===== src/rtl/seg7_scan_capture.sv =====
// -----------------------------------------------------------------------------
// seg7_scan_capture
//
// Watches a multiplexed, active-low 7-segment display bus and recovers the BCD
// digits being shown. Each digit strobe must hold a constant segment pattern
// for SETTLE registered samples before it is captured. The decoded digit goes
// into a staging slot. Once every digit has been captured, the staging slots
// are published as one frame.
//
// Ports
//   clk          system clock, rising edge
//   rst          synchronous reset, active-high
//   seg_n        segment lines, active-low, {g,f,e,d,c,b,a}
//   an_n         digit strobes, active-low, one-hot when valid; bit 0 = rightmost
//   bcd_frame    decoded digits, digit i at [4i+3:4i]
//   seg_err      per-digit flag: last captured pattern was not a legal code
//   frame_valid  one-cycle pulse when bcd_frame / seg_err update
//   onehot_err   one-cycle pulse for each sample with more than one strobe low
//   stall        level: no capture for TIMEOUT cycles
// -----------------------------------------------------------------------------
module seg7_scan_capture #(
    parameter int NUM_DIGITS = 6,
    parameter int SETTLE     = 4,
    parameter int TIMEOUT    = 65535
) (
    input  logic                    clk,
    input  logic                    rst,
    input  logic [6:0]              seg_n,
    input  logic [NUM_DIGITS-1:0]   an_n,
    output logic [4*NUM_DIGITS-1:0] bcd_frame,
    output logic [NUM_DIGITS-1:0]   seg_err,
    output logic                    frame_valid,
    output logic                    onehot_err,
    output logic                    stall
);

    localparam int CNT_W = $clog2(SETTLE + 1);
    localparam int TMO_W = $clog2(TIMEOUT + 1);
    localparam logic [CNT_W-1:0] SETTLE_C  = CNT_W'(SETTLE);
    localparam logic [TMO_W-1:0] TIMEOUT_C = TMO_W'(TIMEOUT);

    // ------------------------------------------------------------------
    // Input sampling. The second register pair holds the previous sample,
    // so the design can tell whether the bus is holding still.
    // ------------------------------------------------------------------
    logic [6:0]            r_seg_q;
    logic [NUM_DIGITS-1:0] r_an_q;
    logic [6:0]            p_seg_q;
    logic [NUM_DIGITS-1:0] p_an_q;

    always_ff @(posedge clk) begin
        if (rst) begin
            r_seg_q <= '1;
            r_an_q  <= '1;
            p_seg_q <= '1;
            p_an_q  <= '1;
        end else begin
            r_seg_q <= seg_n;
            r_an_q  <= an_n;
            p_seg_q <= r_seg_q;
            p_an_q  <= r_an_q;
        end
    end

    // ------------------------------------------------------------------
    // Strobe classification (active-high copy of the strobes)
    // ------------------------------------------------------------------
    logic [NUM_DIGITS-1:0] strobe;
    logic                  strobe_idle;
    logic                  strobe_one;
    logic                  strobe_bad;
    logic                  bus_changed;

    assign strobe      = ~r_an_q;
    assign strobe_idle = (strobe == '0);
    // x & (x-1) clears the lowest set bit, so the result is zero only for a
    // single-hot (or zero) vector.
    assign strobe_one  = !strobe_idle &&
                         ((strobe & (strobe - NUM_DIGITS'(1))) == '0);
    assign strobe_bad  = !strobe_idle && !strobe_one;
    assign bus_changed = ({r_an_q, r_seg_q} != {p_an_q, p_seg_q});

    // ------------------------------------------------------------------
    // Stability counter and capture-done flag
    // ------------------------------------------------------------------
    logic [CNT_W-1:0] cnt_q, cnt_d;
    logic             done_q, done_d;
    logic             capture;

    always_comb begin
        cnt_d = '0;
        if (strobe_one) begin
            if (bus_changed) begin
                cnt_d = CNT_W'(1);
            end else if (cnt_q == SETTLE_C) begin
                cnt_d = cnt_q;
            end else begin
                cnt_d = cnt_q + CNT_W'(1);
            end
        end
    end

    // The done flag stops a long dwell from capturing again once the
    // counter has saturated. Only a change on the bus re-arms capture.
    assign capture = (cnt_d == SETTLE_C) && (cnt_q != SETTLE_C) && !done_q;

    always_comb begin
        done_d = done_q;
        if (bus_changed) begin
            done_d = 1'b0;
        end else if (capture) begin
            done_d = 1'b1;
        end
    end

    always_ff @(posedge clk) begin
        if (rst) begin
            cnt_q  <= '0;
            done_q <= 1'b0;
        end else begin
            cnt_q  <= cnt_d;
            done_q <= done_d;
        end
    end

    // ------------------------------------------------------------------
    // Segment pattern decode
    // ------------------------------------------------------------------
    logic [3:0] dec_val;
    logic       dec_err;

    always_comb begin
        dec_val = 4'hE;
        dec_err = 1'b1;
        case (r_seg_q)
            7'b1000000: begin dec_val = 4'd0; dec_err = 1'b0; end
            7'b1111001: begin dec_val = 4'd1; dec_err = 1'b0; end
            7'b0100100: begin dec_val = 4'd2; dec_err = 1'b0; end
            7'b0110000: begin dec_val = 4'd3; dec_err = 1'b0; end
            7'b0011001: begin dec_val = 4'd4; dec_err = 1'b0; end
            7'b0010010: begin dec_val = 4'd5; dec_err = 1'b0; end
            7'b0000010: begin dec_val = 4'd6; dec_err = 1'b0; end
            7'b1111000: begin dec_val = 4'd7; dec_err = 1'b0; end
            7'b0000000: begin dec_val = 4'd8; dec_err = 1'b0; end
            7'b0010000: begin dec_val = 4'd9; dec_err = 1'b0; end
            7'b1111111: begin dec_val = 4'hF; dec_err = 1'b0; end
            default:    begin dec_val = 4'hE; dec_err = 1'b1; end
        endcase
    end

    // ------------------------------------------------------------------
    // Per-digit staging slots. A slot is written whenever its digit is
    // captured. A repeated capture before the frame completes overwrites it.
    // ------------------------------------------------------------------
    logic [4*NUM_DIGITS-1:0] stage_bcd;
    logic [NUM_DIGITS-1:0]   stage_err;

    genvar gi;
    generate
        for (gi = 0; gi < NUM_DIGITS; gi++) begin : g_slot
            logic [3:0] slot_bcd_q;
            logic       slot_err_q;

            always_ff @(posedge clk) begin
                if (rst) begin
                    slot_bcd_q <= 4'hF;
                    slot_err_q <= 1'b0;
                end else if (capture && strobe[gi]) begin
                    slot_bcd_q <= dec_val;
                    slot_err_q <= dec_err;
                end
            end

            assign stage_bcd[4*gi +: 4] = slot_bcd_q;
            assign stage_err[gi]        = slot_err_q;
        end
    endgenerate

    // ------------------------------------------------------------------
    // Frame assembly and stall supervision
    // ------------------------------------------------------------------
    logic [NUM_DIGITS-1:0] seen_q, seen_d;
    logic [TMO_W-1:0]      tmo_q, tmo_d;
    logic                  tmo_hit;
    logic                  frame_copy;
    logic                  stall_q, stall_d;

    // Publish on the cycle after the last digit is seen. The staging read
    // here is the pre-capture value, so a capture on this same cycle lands
    // in the next frame.
    assign frame_copy = &seen_q;

    always_comb begin
        tmo_d = tmo_q;
        if (capture) begin
            tmo_d = '0;
        end else if (tmo_q != TIMEOUT_C) begin
            tmo_d = tmo_q + TMO_W'(1);
        end
    end

    assign tmo_hit = (tmo_d == TIMEOUT_C);

    always_comb begin
        seen_d = seen_q;
        // A timeout discards the partial frame. A copy starts a new frame.
        if (frame_copy || tmo_hit) begin
            seen_d = '0;
        end
        if (capture) begin
            seen_d = seen_d | strobe;
        end
    end

    always_comb begin
        stall_d = stall_q;
        if (capture) begin
            stall_d = 1'b0;
        end else if (tmo_hit) begin
            stall_d = 1'b1;
        end
    end

    logic [4*NUM_DIGITS-1:0] bcd_q;
    logic [NUM_DIGITS-1:0]   err_q;
    logic                    fv_q;
    logic                    oh_q;

    always_ff @(posedge clk) begin
        if (rst) begin
            seen_q  <= '0;
            tmo_q   <= '0;
            stall_q <= 1'b0;
            bcd_q   <= '1;
            err_q   <= '0;
            fv_q    <= 1'b0;
            oh_q    <= 1'b0;
        end else begin
            seen_q  <= seen_d;
            tmo_q   <= tmo_d;
            stall_q <= stall_d;
            fv_q    <= frame_copy;
            oh_q    <= strobe_bad;
            if (frame_copy) begin
                bcd_q <= stage_bcd;
                err_q <= stage_err;
            end
        end
    end

    assign bcd_frame   = bcd_q;
    assign seg_err     = err_q;
    assign frame_valid = fv_q;
    assign onehot_err  = oh_q;
    assign stall       = stall_q;

endmodule


===== config.mk =====
export PLATFORM = sky130hd
export DESIGN_NAME = seg7_scan_capture
export DESIGN_NICKNAME = d
export VERILOG_FILES = /design/src/rtl/seg7_scan_capture.sv
export SDC_FILE = /design/constraint.sdc
export NUM_CORES = 1
export LEC_CHECK = 0
export ABC_AREA = 1
export CAP_MARGIN = 20
export CORE_ASPECT_RATIO = 0.75
export CORE_MARGIN = 8
export CORE_UTILIZATION = 51
export DETAILED_ROUTE_END_ITERATION = 7
export GPL_TIMING_DRIVEN = 1
export PLACE_DENSITY = 0.87
export RECOVER_POWER = 25
export SETUP_SLACK_MARGIN = 0.02
export SYNTH_ARGS = -nofsm -noshare
export SYNTH_HDL_FRONTEND = slang
export SYNTH_SLANG_ARGS = --single-unit

===== constraint.sdc =====
create_clock -name clk -period 2.1 [get_ports clk]
set_input_delay 0.42 -clock clk [delete_from_list [all_inputs] [get_ports clk]]
set_output_delay 0.42 -clock clk [all_outputs]
set_load 0.03 [all_outputs]

==> impl_metrics.json, run 1 <==
{
  "drc": 0,
  "outcome": "finished, violations left",
  "crit_buf_inv": 2,
  "critPathMaxFanout": 11,
  "drive_above_1_share": 0.2301,
  "crit_chain": "nand2_2, nor2_2, nand2_1, nand2_1, nand2_1, nor2_4, buf_12, nand4_4, nor2_4, buf_4, nand2_4, nand2_2, o211ai_1",
  "r2r-end": "g_slot[0].slot_bcd_q[3]$_SDFFE_PP1P_",
  "failed_checks": "setup timing",
  "viasPerCell": 5.540,
  "syn_to_final_growth_pct": 36.86,
  "num_rows": 30,
  "fin_crit_ns": 2.179,
  "r2r_cells": 13,
  "hold_slack_ns": 0.4568,
  "final_core_util": 0.7154,
  "cpMostUsedCell": "nand2_1",
  "period_share": 1.037,
  "layout.nets": 709,
  "grt-ovfl-total": 0,
  "hold_path_end": "bcd_frame[9]$_SDFFE_PP1P_",
  "hold_viol_final": 0,
  "grt_pass1_vias": 4294,
  "min_path_cells": 2,
  "rrSetupSlack_ns": -0.08,
  "yosysSeqAreaShare": 0.4869,
  "hold_buffers": 0,
  "rr_startpoint": "r_an_q[3]$_SDFF_PP1_",
  "cts_tree": "yes",
  "gp_congestion": 0.8910,
  "mostFrequentLayoutCells": "171 x nand2_1, 103 x dfxtp_1, 47 x clkdlybuf4s50_1",
  "antenna_left": 0,
  "synth_edf_count": 0,
  "ys_ff_latch": 115,
  "hold_path.class": "register to register",
  "cp-end-kind": "register",
  "antenna_found_initial": 0,
  "io_pins": 48,
  "cts_buffer_depth": 2,
  "start_util": 0.5227,
  "ys.flop_type": "dfxtp_1",
  "fin_tns_setup_ns": -1.028,
  "wl_per_cell_um": 16.38,
  "cts_buffers": 17,
  "grt_max_degree": 68,
  "grt_pass1_wl_um": 19800,
  "power_leakage_nw": 2.970,
  "core-area_um2": 9046,
  "setup_slack_ns": -0.07862,
  "port_buffers": 47,
  "final_common_cell": "nand2_1",
  "maxCapViolCount": 0,
  "drtIter0Drc": 438,
  "startpoint_type": "register",
  "dp_hpwl_um": 7745,
  "hp-start": "bcd_frame[9]$_SDFFE_PP1P_",
  "setup_viol": 25,
  "seq_area_um2": 2327,
  "rsz0062_at_grt": "yes",
  "fin_skew_ns": 0.008603,
  "relSlewSlack": 0.2709,
  "cp_slowest_stage_delay_ns": 0.43,
  "num-fill-cells": 589,
  "yosys_warnings": 0,
  "grtUsageTotal": 0.1933,
  "path_clk_slew_ns": 0.05,
  "fmax_ghz": 0.4590,
  "slew_viol_final": 0,
  "die_y_um": 99.39,
  "syn_nets": 632,
  "cp.arrival_ns": 2.42,
  "worstSkewPairLatency_ns": 0.41,
  "crit_path_top_delay_cell": "dfxtp_1",
  "synthDistinctLibCells": 37,
  "syn_area_um2": 4728,
  "drtPass1Iterations": 6,
  "cts_max_level": 4,
  "crit_family": "simple AND/OR/NAND/NOR gates",
  "avgSynthCellArea_um2": 7.701,
  "dieArea_um2": 12640,
  "irDropWorstVdd_mv": 0.7806,
  "die-width_um": 127.2,
  "cts-root-buf": "clkbuf_16",
  "n_antenna_cell": 0,
  "cp.required_ns": 2.34,
  "wl_um": 13630,
  "vias": 4609,
  "cellPowerDensity_nw_per_um2": 915.8,
  "cts.sinks": 115,
  "syn_inst": 614,
  "tightest_slew_ns": 1.092,
  "async_reset_ff_frac": 0,
  "worst-setup-path-type": "register to register",
  "multiInputGateArea_um2": 2315
}
## where the power goes
| part | internal [mW] | leakage [nW] | switching (mW) | total (mW) |
|---|---|---|---|---|
| registers | 2.22 | 0.936 | 0.0336 | 2.25 |
| clock network | 2.33 | 0.329 | 1.04 | 3.37 |
| logic | 0.122 | 1.71 | 0.180 | 0.303 |
| total | 4.67 | 2.97 | 1.25 | 5.93 |
## kinds of logic after synthesis
logic type	after synthesis	synth area share
AOI/OAI and AO/OA	75	0.1051
xor gates and xnor gates	13	0.02408
adders and majority gates	3	0.007939
buffers and inverters	82	0.07224
DFF	115	0.4869
and+or+nand+nor	326	0.3038
## state kept, by name, summed over array words and instances (netlist names)
register and cells:
done_q 1, cnt_q 3, p_seg_q 7, bcd_frame 24
tmo_q 16, stall 1, frame_valid 1, seen_q 6
g_slot.slot_bcd_q 24, onehot_err 1, r_seg_q 7, seg_err 6
g_slot.slot_err_q 6, r_an_q 6, p_an_q 6
## stage by stage
step	instances	total power [mW]	area (um2)	setup WS, ns
finish	832	5.926	6471	-0.07862
CTS	812	5.852	6100	-0.09253
global placement	779	2.521	5360	-0.01768
floorplan	614	2.443	4728	0.1054
global route	832	6.087	6471	-0.2240
detailed placement	779	2.533	5360	-0.1223
## final cells by class
type,instances,area share
timing repair buffer,82,0.1193
inverter,56,0.03248
tap,128,0.02475
clock inverter,15,0.04041
clock buffer,17,0.06574
multi-input combinational,419,0.3577
sequential,115,0.3596
## worst max path at each step
stage | startpoint | endpoint | cells after the start
floorplan | tmo_q[0]$_SDFF_PP0_ | seen_q[5]$_SDFF_PP0_ | 12
global placement | tmo_q[1]$_SDFF_PP0_ | seen_q[2]$_SDFF_PP0_ | 12
detailed placement | tmo_q[1]$_SDFF_PP0_ | seen_q[5]$_SDFF_PP0_ | 12
CTS | r_an_q[3]$_SDFF_PP1_ | g_slot[0].slot_bcd_q[3]$_SDFFE_PP1P_ | 11
global route | r_an_q[3]$_SDFF_PP1_ | seen_q[5]$_SDFF_PP0_ | 13
finish | r_an_q[3]$_SDFF_PP1_ | g_slot[0].slot_bcd_q[3]$_SDFFE_PP1P_ | 13
## worst min-delay path, stage by stage, from the launching register on
cell and delay (ns):
dfxtp_1 0.32, nand2_1 0.05, nand3_1 0.05
## metal layers
metal,track usage,up-vias,wire length (um)
met2,0.3287,271,6685
met4,0.07475,0,467
met5,0,-,0
met3,0.06253,74,1105
met1,0.2220,2127,5368
li1,-,2137,-
## Yosys cell counts (5+ instances only)
cell type / n / area share
inv_1: 52 / 0.041
a21oi_1: 27 / 0.029
buf_4: 6 / 0.0095
xnor2_1: 5 / 0.0093
nand3_1: 48 / 0.051
dfxtp_1: 115 / 0.49
nand2_1: 183 / 0.15
nor2_1: 53 / 0.042
o21ai_0: 12 / 0.013
clkbuf_1: 15 / 0.012
or2_2: 14 / 0.019
xor2_1: 8 / 0.015
o211ai_1: 24 / 0.038
nor3_1: 6 / 0.0064
nand4_1: 5 / 0.0066
a211oi_2: 6 / 0.016
## repair_timing
action	CTS	global route
gates resized for setup	15	67
endpoints found under the setup margin	27	52
gates cloned	0	3
buffers inserted	1	17
pin swaps	2	21
(Power assumes the default switching activity.)
==> inputs of run 2 (changes only) <==
--- a/config.mk
+++ b/config.mk
@@ -11,7 +11,6 @@
 export CORE_MARGIN = 8
 export CORE_UTILIZATION = 51
 export DETAILED_ROUTE_END_ITERATION = 7
-export GPL_TIMING_DRIVEN = 1
 export PLACE_DENSITY = 0.87
 export RECOVER_POWER = 25
 export SETUP_SLACK_MARGIN = 0.02
==> results of run 2 <==
Final layout, timing and power as in run 1 (identical DEF).
==> inputs of run 3 (changes only) <==
--- a/config.mk
+++ b/config.mk
@@ -8,7 +8,6 @@
 export ABC_AREA = 1
 export CAP_MARGIN = 20
 export CORE_ASPECT_RATIO = 0.75
-export CORE_MARGIN = 8
 export CORE_UTILIZATION = 51
 export DETAILED_ROUTE_END_ITERATION = 7
 export PLACE_DENSITY = 0.87
==> impl_metrics.json, run 3 (synthesis gave the netlist of run 1 again) <==
{
  "dieArea_um2": 9664,
  "cp.required_ns": 2.38,
  "num-fill-cells": 660,
  "mostFrequentLayoutCells": "173 x nand2_1, 103 x dfxtp_1, 50 x inv_1",
  "power_leakage_nw": 2.898,
  "outcome": "finished, violations left",
  "drc": 0,
  "placedCellCount": 765,
  "hold_viol_final": 0,
  "cellPowerDensity_nw_per_um2": 837.7,
  "grt_pass1_wl_um": 18440,
  "hold_path.class": "register to register",
  "wl_per_cell_um": 14.65,
  "cts_buffers": 17,
  "worstSkewPairLatency_ns": 0.41,
  "finalNonFillerCells": 807,
  "failed_checks": "setup timing",
  "slew_viol_final": 0,
  "final_core_util": 0.6844,
  "die-width_um": 113.2,
  "tightest_slew_ns": 1.086,
  "path_clk_slew_ns": 0.05,
  "fin_crit_ns": 2.127,
  "antenna_left": 0,
  "fin_tns_setup_ns": -0.03788,
  "fin_skew_ns": 0.007113,
  "worst-setup-path-type": "register to register",
  "relSlewSlack": 0.2763,
  "final_common_cell": "nand2_1",
  "gp_congestion": 0.9144,
  "cp-end-kind": "register",
  "layout.nets": 701,
  "r2r_cells": 14,
  "cts.sinks": 115,
  "grt_pass1_vias": 4151,
  "start_util": 0.5249,
  "drtIter0Drc": 335,
  "drive_above_1_share": 0.1928,
  "vias": 4318,
  "wl_um": 11820,
  "port_buffers": 47,
  "grt-ovfl-total": 0,
  "grt_max_degree": 53,
  "grtUsageTotal": 0.2456,
  "irDropWorstVdd_mv": 0.4928,
  "dp_hpwl_um": 7246,
  "drtPass1Iterations": 5,
  "antenna_found_initial": 0,
  "maxCapViolCount": 0,
  "num_rows": 30,
  "rsz0062_at_grt": "yes",
  "cts-root-buf": "clkbuf_16",
  "io_pins": 48,
  "min_path_cells": 2,
  "period_share": 1.013,
  "viasPerCell": 5.351,
  "critPathMaxFanout": 7,
  "die_y_um": 85.39,
  "cts_buffer_depth": 2,
  "core-area_um2": 9009,
  "n_antenna_cell": 0,
  "setup_slack_ns": -0.02677,
  "setup_viol": 2,
  "fmax_ghz": 0.4702,
  "syn_to_final_growth_pct": 30.40,
  "cp.arrival_ns": 2.40,
  "startpoint_type": "register",
  "cts_max_level": 4,
  "cts_tree": "yes"
}
[run 3: timing repair]
action	CTS	global route
endpoints found under the setup margin	43	52
hold buffers	0	0
setup buffers	2	8
gates cloned	0	1
pin swaps	4	15
gates resized for setup	10	49
[run 3: final timing paths]
| check | start | to | slack [ns] |
|---|---|---|---|
| max reg2reg | r_an_q[3]$_SDFF_PP1_ | seen_q[3]$_SDFF_PP0_ | -0.03 |
| max | r_an_q[3]$_SDFF_PP1_ | seen_q[3]$_SDFF_PP0_ | -0.03 |
| min reg2reg | bcd_frame[1]$_SDFFE_PP1P_ | bcd_frame[1]$_SDFFE_PP1P_ | 0.45 |
| min | bcd_frame[1]$_SDFFE_PP1P_ | bcd_frame[1]$_SDFFE_PP1P_ | 0.45 |
[run 3: cell type report]
class | instances | area [um2] | share of cell area
Clock inverter | 3 | 17.52 | 0.002841
Clock buffer | 28 | 536.8 | 0.08705
Inverter | 56 | 210.2 | 0.03409
Timing Repair Buffer | 75 | 681.9 | 0.1106
Sequential cell | 115 | 2322 | 0.3766
Multi-Input combinational cell | 418 | 2257 | 0.3661
Tap cell | 112 | 140.1 | 0.02273
[run 3: layer usage]
layer | routed length (um) | global-route usage
met1 | 4973 | 0.2846
met2 | 5878 | 0.4177
met3 | 685 | 0.08071
met4 | 286 | 0.1065
met5 | 0 | 0
[run 3: worst max-delay path, cell delays in order (launching register included)]
cell and delay [ns]:
dfxtp_2 0.36, inv_1 0.11, nand2_1 0.08, nand2_1 0.05, nor2_1 0.16, nand2_1 0.08
nor2_1 0.09, nand4_1 0.19, nand2_2 0.16, nor2_4 0.06, buf_4 0.15, nor2_4 0.09
nand4_4 0.19, nand3_2 0.15, a21oi_2 0.06
[run 3: report_power, final]
| group | switching [mW] | leakage (nW) | internal, mW |
|---|---|---|---|
| Combinational | 0.163 | 1.69 | 0.106 |
| Clock | 0.929 | 0.273 | 1.71 |
| Sequential | 0.0321 | 0.935 | 2.22 |
[run 3: per-stage QoR]
step	hold slack (ns)	setup WS [ns]	power, mW	cell area, um2
global route	0.4737	-0.1193	5.332	6166
floorplan	0.4371	0.1054	2.443	4728
detailed placement	0.4447	-0.06202	2.534	5355
global placement	0.4423	0.01448	2.523	5355
CTS	0.4567	-0.04811	5.162	5956
finish	0.4534	-0.02677	5.165	6166
